==> src/rtl/core_seq_pkg.sv <==
// Shared types and constants for the core run sequencer.
// Pure declarations; no logic, no latency.
// Holds the FSM state encoding, the HALT opcode and the default widths.
package core_seq_pkg;

  localparam int PC_W_DEF    = 6;
  localparam int INSTR_W_DEF = 9;
  localparam int ADDR_W_DEF  = 8;
  localparam int DATA_W_DEF  = 8;
  localparam int CYC_W_DEF   = 16;

  // All-ones opcode reserved as the program terminator
  localparam logic [8:0] HALT_INSTR = 9'h1FF;

  typedef enum logic [2:0] {
    ST_IDLE,
    ST_INIT,
    ST_RUN,
    ST_MEMWAIT,
    ST_DONE
  } seq_state_t;

endpackage

==> src/rtl/sat_counter.sv <==
// Saturating up-counter with synchronous clear and a sticky saturation flag.
// Count and flag are registered; one-cycle update latency.
// No backpressure: counts whenever enabled, holds at all-ones and raises the flag.
module sat_counter #(
  parameter int W = 16
) (
  input  logic         clk,
  input  logic         rst_n,
  input  logic         clr,
  input  logic         en,
  output logic [W-1:0] count,
  output logic         full,
  output logic         sat
);

  // Counter sits at its ceiling; the next enabled cycle overflows
  assign full = &count;

  // Clear wins over enable; an enabled cycle at the ceiling latches the flag
  always_ff @(posedge clk or negedge rst_n) begin
    if (!rst_n) begin
      count <= '0;
      sat   <= 1'b0;
    end else if (clr) begin
      count <= '0;
      sat   <= 1'b0;
    end else if (en) begin
      if (full) begin
        sat <= 1'b1;
      end else begin
        count <= count + W'(1);
      end
    end
  end

endmodule

==> src/rtl/core_sequencer.sv <==
// Run controller for the 9-bit core: PC/write-back gating, load stall, HALT, timeout.
// Enables and arbitration are combinational from state; done/timeout/count registered.
// Loads stall one cycle; the core always wins the data-memory port, the host waits.
module core_sequencer
  import core_seq_pkg::*;
#(
  parameter int PC_W    = PC_W_DEF,
  parameter int INSTR_W = INSTR_W_DEF,
  parameter int ADDR_W  = ADDR_W_DEF,
  parameter int DATA_W  = DATA_W_DEF,
  parameter int CYC_W   = CYC_W_DEF
) (
  input  logic               clk,
  input  logic               reset,
  input  logic               start,
  input  logic [PC_W-1:0]    start_pc,
  input  logic [INSTR_W-1:0] instruction,
  input  logic               mem_read_req,
  input  logic               mem_write_req,
  input  logic [ADDR_W-1:0]  core_addr,
  input  logic [DATA_W-1:0]  core_wdata,
  input  logic               host_req,
  input  logic               host_we,
  input  logic [ADDR_W-1:0]  host_addr,
  input  logic [DATA_W-1:0]  host_wdata,
  output logic               pc_en,
  output logic               pc_load,
  output logic [PC_W-1:0]    pc_load_val,
  output logic               reg_write_en,
  output logic               host_gnt,
  output logic [ADDR_W-1:0]  dmem_addr,
  output logic [DATA_W-1:0]  dmem_wdata,
  output logic               dmem_we,
  output logic               busy,
  output logic               done,
  output logic               timeout,
  output logic [CYC_W-1:0]   cycle_count
);

  seq_state_t        state;
  seq_state_t        state_nxt;
  logic [PC_W-1:0]   entry_pc;
  logic              is_halt;
  logic              in_run;
  logic              accept_start;
  logic              cyc_full;
  logic              core_act;
  logic              core_we;

  assign is_halt      = (instruction == INSTR_W'(HALT_INSTR));
  assign in_run       = (state == ST_RUN);
  assign accept_start = start && ((state == ST_IDLE) || (state == ST_DONE));
  assign busy         = (state == ST_INIT) || in_run || (state == ST_MEMWAIT);

  // PC entry point is captured when a start is accepted so INIT loads a stable value
  assign pc_load_val = entry_pc;

  // State register plus the registered done flag, which mirrors entry into DONE
  always_ff @(posedge clk or negedge reset) begin
    if (!reset) begin
      state    <= ST_IDLE;
      done     <= 1'b0;
      entry_pc <= '0;
    end else begin
      state <= state_nxt;
      done  <= (state_nxt == ST_DONE);
      if (accept_start) begin
        entry_pc <= start_pc;
      end
    end
  end

  // Next state and PC/write-back gating; timeout beats HALT, HALT beats a load
  always_comb begin
    state_nxt    = state;
    pc_en        = 1'b0;
    pc_load      = 1'b0;
    reg_write_en = 1'b0;
    unique case (state)
      ST_IDLE, ST_DONE: begin
        if (start) begin
          state_nxt = ST_INIT;
        end
      end
      ST_INIT: begin
        pc_load   = 1'b1;
        state_nxt = ST_RUN;
      end
      ST_RUN: begin
        if (cyc_full) begin
          state_nxt = ST_DONE;
        end else if (is_halt) begin
          state_nxt = ST_DONE;
        end else if (mem_read_req) begin
          state_nxt = ST_MEMWAIT;
        end else begin
          pc_en        = 1'b1;
          reg_write_en = 1'b1;
        end
      end
      ST_MEMWAIT: begin
        if (cyc_full) begin
          state_nxt = ST_DONE;
        end else begin
          pc_en        = 1'b1;
          reg_write_en = 1'b1;
          state_nxt    = ST_RUN;
        end
      end
      default: begin
        state_nxt = ST_IDLE;
      end
    endcase
  end

  // Cycle counter is zeroed on the edge that enters INIT so INIT itself reads zero
  sat_counter #(
    .W(CYC_W)
  ) u_cycles (
    .clk   (clk),
    .rst_n (reset),
    .clr   (accept_start),
    .en    (busy),
    .count (cycle_count),
    .full  (cyc_full),
    .sat   (timeout)
  );

  // Data-memory port: the core owns it on any live access, otherwise the host may take it
  always_comb begin
    core_act = (in_run && (mem_read_req || mem_write_req) && !is_halt) ||
               (state == ST_MEMWAIT);
    core_we  = in_run && mem_write_req && !is_halt;
    host_gnt = host_req && !core_act;
    if (host_gnt) begin
      dmem_addr  = host_addr;
      dmem_wdata = host_wdata;
      dmem_we    = host_we;
    end else begin
      dmem_addr  = core_addr;
      dmem_wdata = core_wdata;
      dmem_we    = core_we;
    end
  end

endmodule

==> config.mk <==
export PLATFORM = sky130hd
export DESIGN_NAME = core_sequencer
export DESIGN_NICKNAME = d
export VERILOG_FILES = /design/src/rtl/core_seq_pkg.sv /design/src/rtl/sat_counter.sv /design/src/rtl/core_sequencer.sv
export SDC_FILE = /design/constraint.sdc
export NUM_CORES = 1
export LEC_CHECK = 0
export CORE_ASPECT_RATIO = 0.8
export CORE_UTILIZATION = 35
export DETAILED_ROUTE_END_ITERATION = 7
export PLACE_DENSITY = 0.82
export SLEW_MARGIN = 20
export SYNTH_ARGS = -nofsm -noshare
export SYNTH_HDL_FRONTEND = slang
export SYNTH_SLANG_ARGS = --single-unit
==> constraint.sdc <==
create_clock -name clk -period 5.5 [get_ports clk]
set_clock_uncertainty 0.1 [all_clocks]
set_input_delay 1.1 -clock clk [delete_from_list [all_inputs] [get_ports clk]]
set_output_delay 1.1 -clock clk [all_outputs]
set_load 0.01 [all_outputs]
==> results.md <==
* Overall overflow remaining after global route at 0
* Prevailing post-synth register cell: sky130_fd_sc_hd__dfrtp_1
* Ratio of cells with drive above 1 in the final layout at 0.0912
* Skew-Pair Late Insertion Delay at 270 ps
* Number of distinct library cells after synthesis at 42
* Port Buffers at 99
* Footprint of the multi-input gates at 906 um2
* Top-count cell post-synth: sky130_fd_sc_hd__nand2_1
* CTS clock-pin slew for the worst setup and hold paths at 100 ps
* Number of sinks handled by clock tree synthesis at 27
* Die footprint at 5030 um2
* Power per standard cell area at 289 nW/um2
* HPWL after DPL at 3.83 mm
* Wire length per cell after detailed routing at 14.4 um
* Net switching component of the power at 0.000277 W
* Transition time at the pin with the least slew margin at 769 ps
* Cell Int Power at 0.000512 W
* Max rail drop VDD at 0.247 mV
* Critical path data required time at 4300 ps
* Number of instances in the synthesized netlist at 178
* Number of resized instances in the post-cts repair step at 0
* Clock power share at 0.146
* Share of async-settable or async-resettable flops after synthesis at 1.00
* Final cell count without fillers at 334
* Die height at 63.7 um
* Number of antenna violations at the first check in global routing at 0
* Power consumption at 0.000789 W
* Bufs on Longest Clock Path at 2
* Worst-case headroom to the max-slew limit at 0.484
* Total buffers and inverters traversed by the critical path at 2
* Most common cell on crit path: sky130_fd_sc_hd__clkdlybuf4s50_1
* Share of the synthesized area in compound gates (AO/OA/AOI/OAI) at 0.128
* Count of final max-slew check failures at 0
* Area share of the largest cell type after synthesis at 0.406
* Remaining antenna violation count at 0
* HP Class: flip-flop to flip-flop
* Most instantiated cells after synthesis: 28 x sky130_fd_sc_hd__nand2_1, 27 x sky130_fd_sc_hd__dfrtp_1, 14 x sky130_fd_sc_hd__a21oi_1
* Max Cap Viol at 0
* Portion of netlist area occupied by mux cells at 0.132
* Depth of the worst register-to-register path at 5
* Utilization after layout at 0.597
* Critical path cell sequence: clkdlybuf4s50_1, nand4_1, nor4_1, a211o_1, mux2_2, clkdlybuf4s50_1
* Wire length of the first global-routing pass at 7.69 mm
* Area inside the core boundary at 4570 um2
* Number of synthesis warnings at 0
* Shortest period the worst path allows at 4710 ps
* Final setup violation count at 0
* Area contributors post-synth: sky130_fd_sc_hd__dfrtp_1 41%, sky130_fd_sc_hd__mux2_2 8.1%, sky130_fd_sc_hd__nand2_1 6.3%
* Family with the most delay on the worst path: buffers and inverters
* First-pass iteration count of the detailed router at 5
* Hold-fix buffer count after cts at 0
* Largest family of logic cells by synthesized area: simple AND/OR/NAND/NOR gates
* Max stage delay on crit path at 590 ps
* Number of global-route vias before repair at 1511
* Number of top-level pins at 100
* Logic gate share of total power at 0.434
* Area share of and/or/nand/nor cells after synthesis at 0.277
* Non-Filler Cell Area, Final at 2730 um2
* Dpl cells at 330
* Post-Route WL at 4.82 mm
* Endpoint kind of the worst setup timing path: primary output
* Number of antenna repair diodes at 0
* Clock root buffer: sky130_fd_sc_hd__clkbuf_8
* WP depth at 6
* Worst-path fanout max at 17
* Initial core utilization at 0.364
* Run status: finished, final reports clean
* Area of the mapped netlist at 1660 um2
* Routed vias at 1685
* Maximum level of the CTS H-tree at 1
* Seq cells post-synth at 27
* Switching share of total power at 0.351
* Setup repair after global routing missed its margin: no
* Std cell rows at 22
* TNS Setup at 0 ps
* Per-cell via count in the routed design at 5.04
* Number of enable flip-flop cells after synthesis at 0
* Buffers inserted by post-CTS timing repair at 0
* Maximum number of pins on one net before global-route repair at 28
* Master of the slowest instance on the critical path: sky130_fd_sc_hd__a211o_1
* Critical path startpoint category: input port
* P_leak at 1.10 nW
* Count of unresolved DRC violations after routing at 0
* Overall routing resource usage at 0.194
* Sequential group share of total power at 0.421
* Signed area change from the synthesized netlist to the final layout at 64.0%
* Filler instances at 411
* Final Net Count at 330
* Average cell area after synthesis at 9.34 um2
* Number of hold-slack violations in the final timing report at 0
* Crit path DAT at 3510 ps
* Adder and majority gate portion of the synthesized area at 0.00752
* Clock tree from TritonCTS: done
* Final Cycle Share at 0.857
* Number of DRC markers after the initial detailed-route iteration at 104
* Hold Path Depth at 2
* Cell type with the largest total area after synthesis: sky130_fd_sc_hd__dfrtp_1
* Seq/Total Area, Yosys at 0.406
* Start-to-end type of the worst setup path: input port to primary output
* FF/Latch Area at 676 um2
* Fraction of synthesized cell area in xor and xnor cells at 0
* Placement-stage cell area at 2680 um2
* Maximum operating frequency at 0.212 GHz
* Die X at 79.1 um
* CTS Buf Count at 3
* Net count of the mapped netlist at 233
* Placer congestion estimate at 0.743
-- stage by stage --
step	setup WS [ps]	hold WS (ps)
after global placement	857	359
after detailed placement	807	371
final	786	386
after global routing	665	422
after CTS	803	398
after floorplan	2050	362
-- worst register-to-register path: stages (launching register included) --
cell                      delay, ps
sky130_fd_sc_hd__dfrtp_1        440
sky130_fd_sc_hd__ha_1           230
sky130_fd_sc_hd__nand3_1        180
sky130_fd_sc_hd__nor4_4         740
sky130_fd_sc_hd__nor2_1         210
sky130_fd_sc_hd__mux2i_1        160
-- sequential cells by signal (all words and copies together) (netlist names) --
name	flops
u_cycles.count	16
pc_load_val	6
state	3
done	1
u_cycles.sat	1
-- cell type report --
cell class / count / share of cell area
flip-flops and latches: 27 / 0.248
clock inverters: 1 / 0.00275
multi-input cells: 138 / 0.332
well taps: 60 / 0.0275
inverters: 5 / 0.00872
clock buffers: 3 / 0.0151
repair buffers: 100 / 0.366
-- per-layer routing --
layer	wire, um	GRT usage	up-vias
met1	2390	0.300	797
met3	189	0.0391	0
met2	2240	0.286	38
li1	-	-	850
met5	0	0	-
met4	0	0.0136	0
-- cell families (layout without fill, tap and decap cells) --
logic type               after synthesis  after routing
AO/OA/AOI/OAI                         35             35
adder cells (fa/ha/maj)                1              1
AND/OR/NAND/NOR                       82             82
multiplexers                          20             20
buffers and inverters                 13            109
flip-flops                            27             27
-- final timing paths --
path	start	end	slack, ps
min in group asynchronous	reset	u_cycles.count[2]	1080
min	pc_load_val[1]	pc_load_val[1]	390
max	instruction[6]	dmem_wdata[0]	790
max in group asynchronous	reset	done	3960
max reg2reg	u_cycles.count[0]	u_cycles.count[1]	3320
min reg2reg	pc_load_val[1]	pc_load_val[1]	390
-- power groups by stage --
stage | registers, W | logic, W | clock network [W]
CTS | 0.000331 | 0.000344 | 0.000119
global placement | 0.000332 | 0.000336 | 0
floorplan | 0.000346 | 0.000120 | 0
finish | 0.000332 | 0.000342 | 0.000115
detailed placement | 0.000334 | 0.000343 | 0
global route | 0.000344 | 0.000372 | 0.000131
-- cells in the final DEF, fill, tap and decap left out, types with 6 or more instances in the layout --
cell and count:
sky130_fd_sc_hd__clkdlybuf4s50_1 99, sky130_fd_sc_hd__nand2_1 28, sky130_fd_sc_hd__dfrtp_1 27, sky130_fd_sc_hd__a21oi_1 14
sky130_fd_sc_hd__mux2_2 12, sky130_fd_sc_hd__nand3_1 9, sky130_fd_sc_hd__or3_1 9, sky130_fd_sc_hd__o21ai_0 9
sky130_fd_sc_hd__nor3_1 7, sky130_fd_sc_hd__nor2_1 6
No activity file was read; power rests on OpenSTA's default activity.
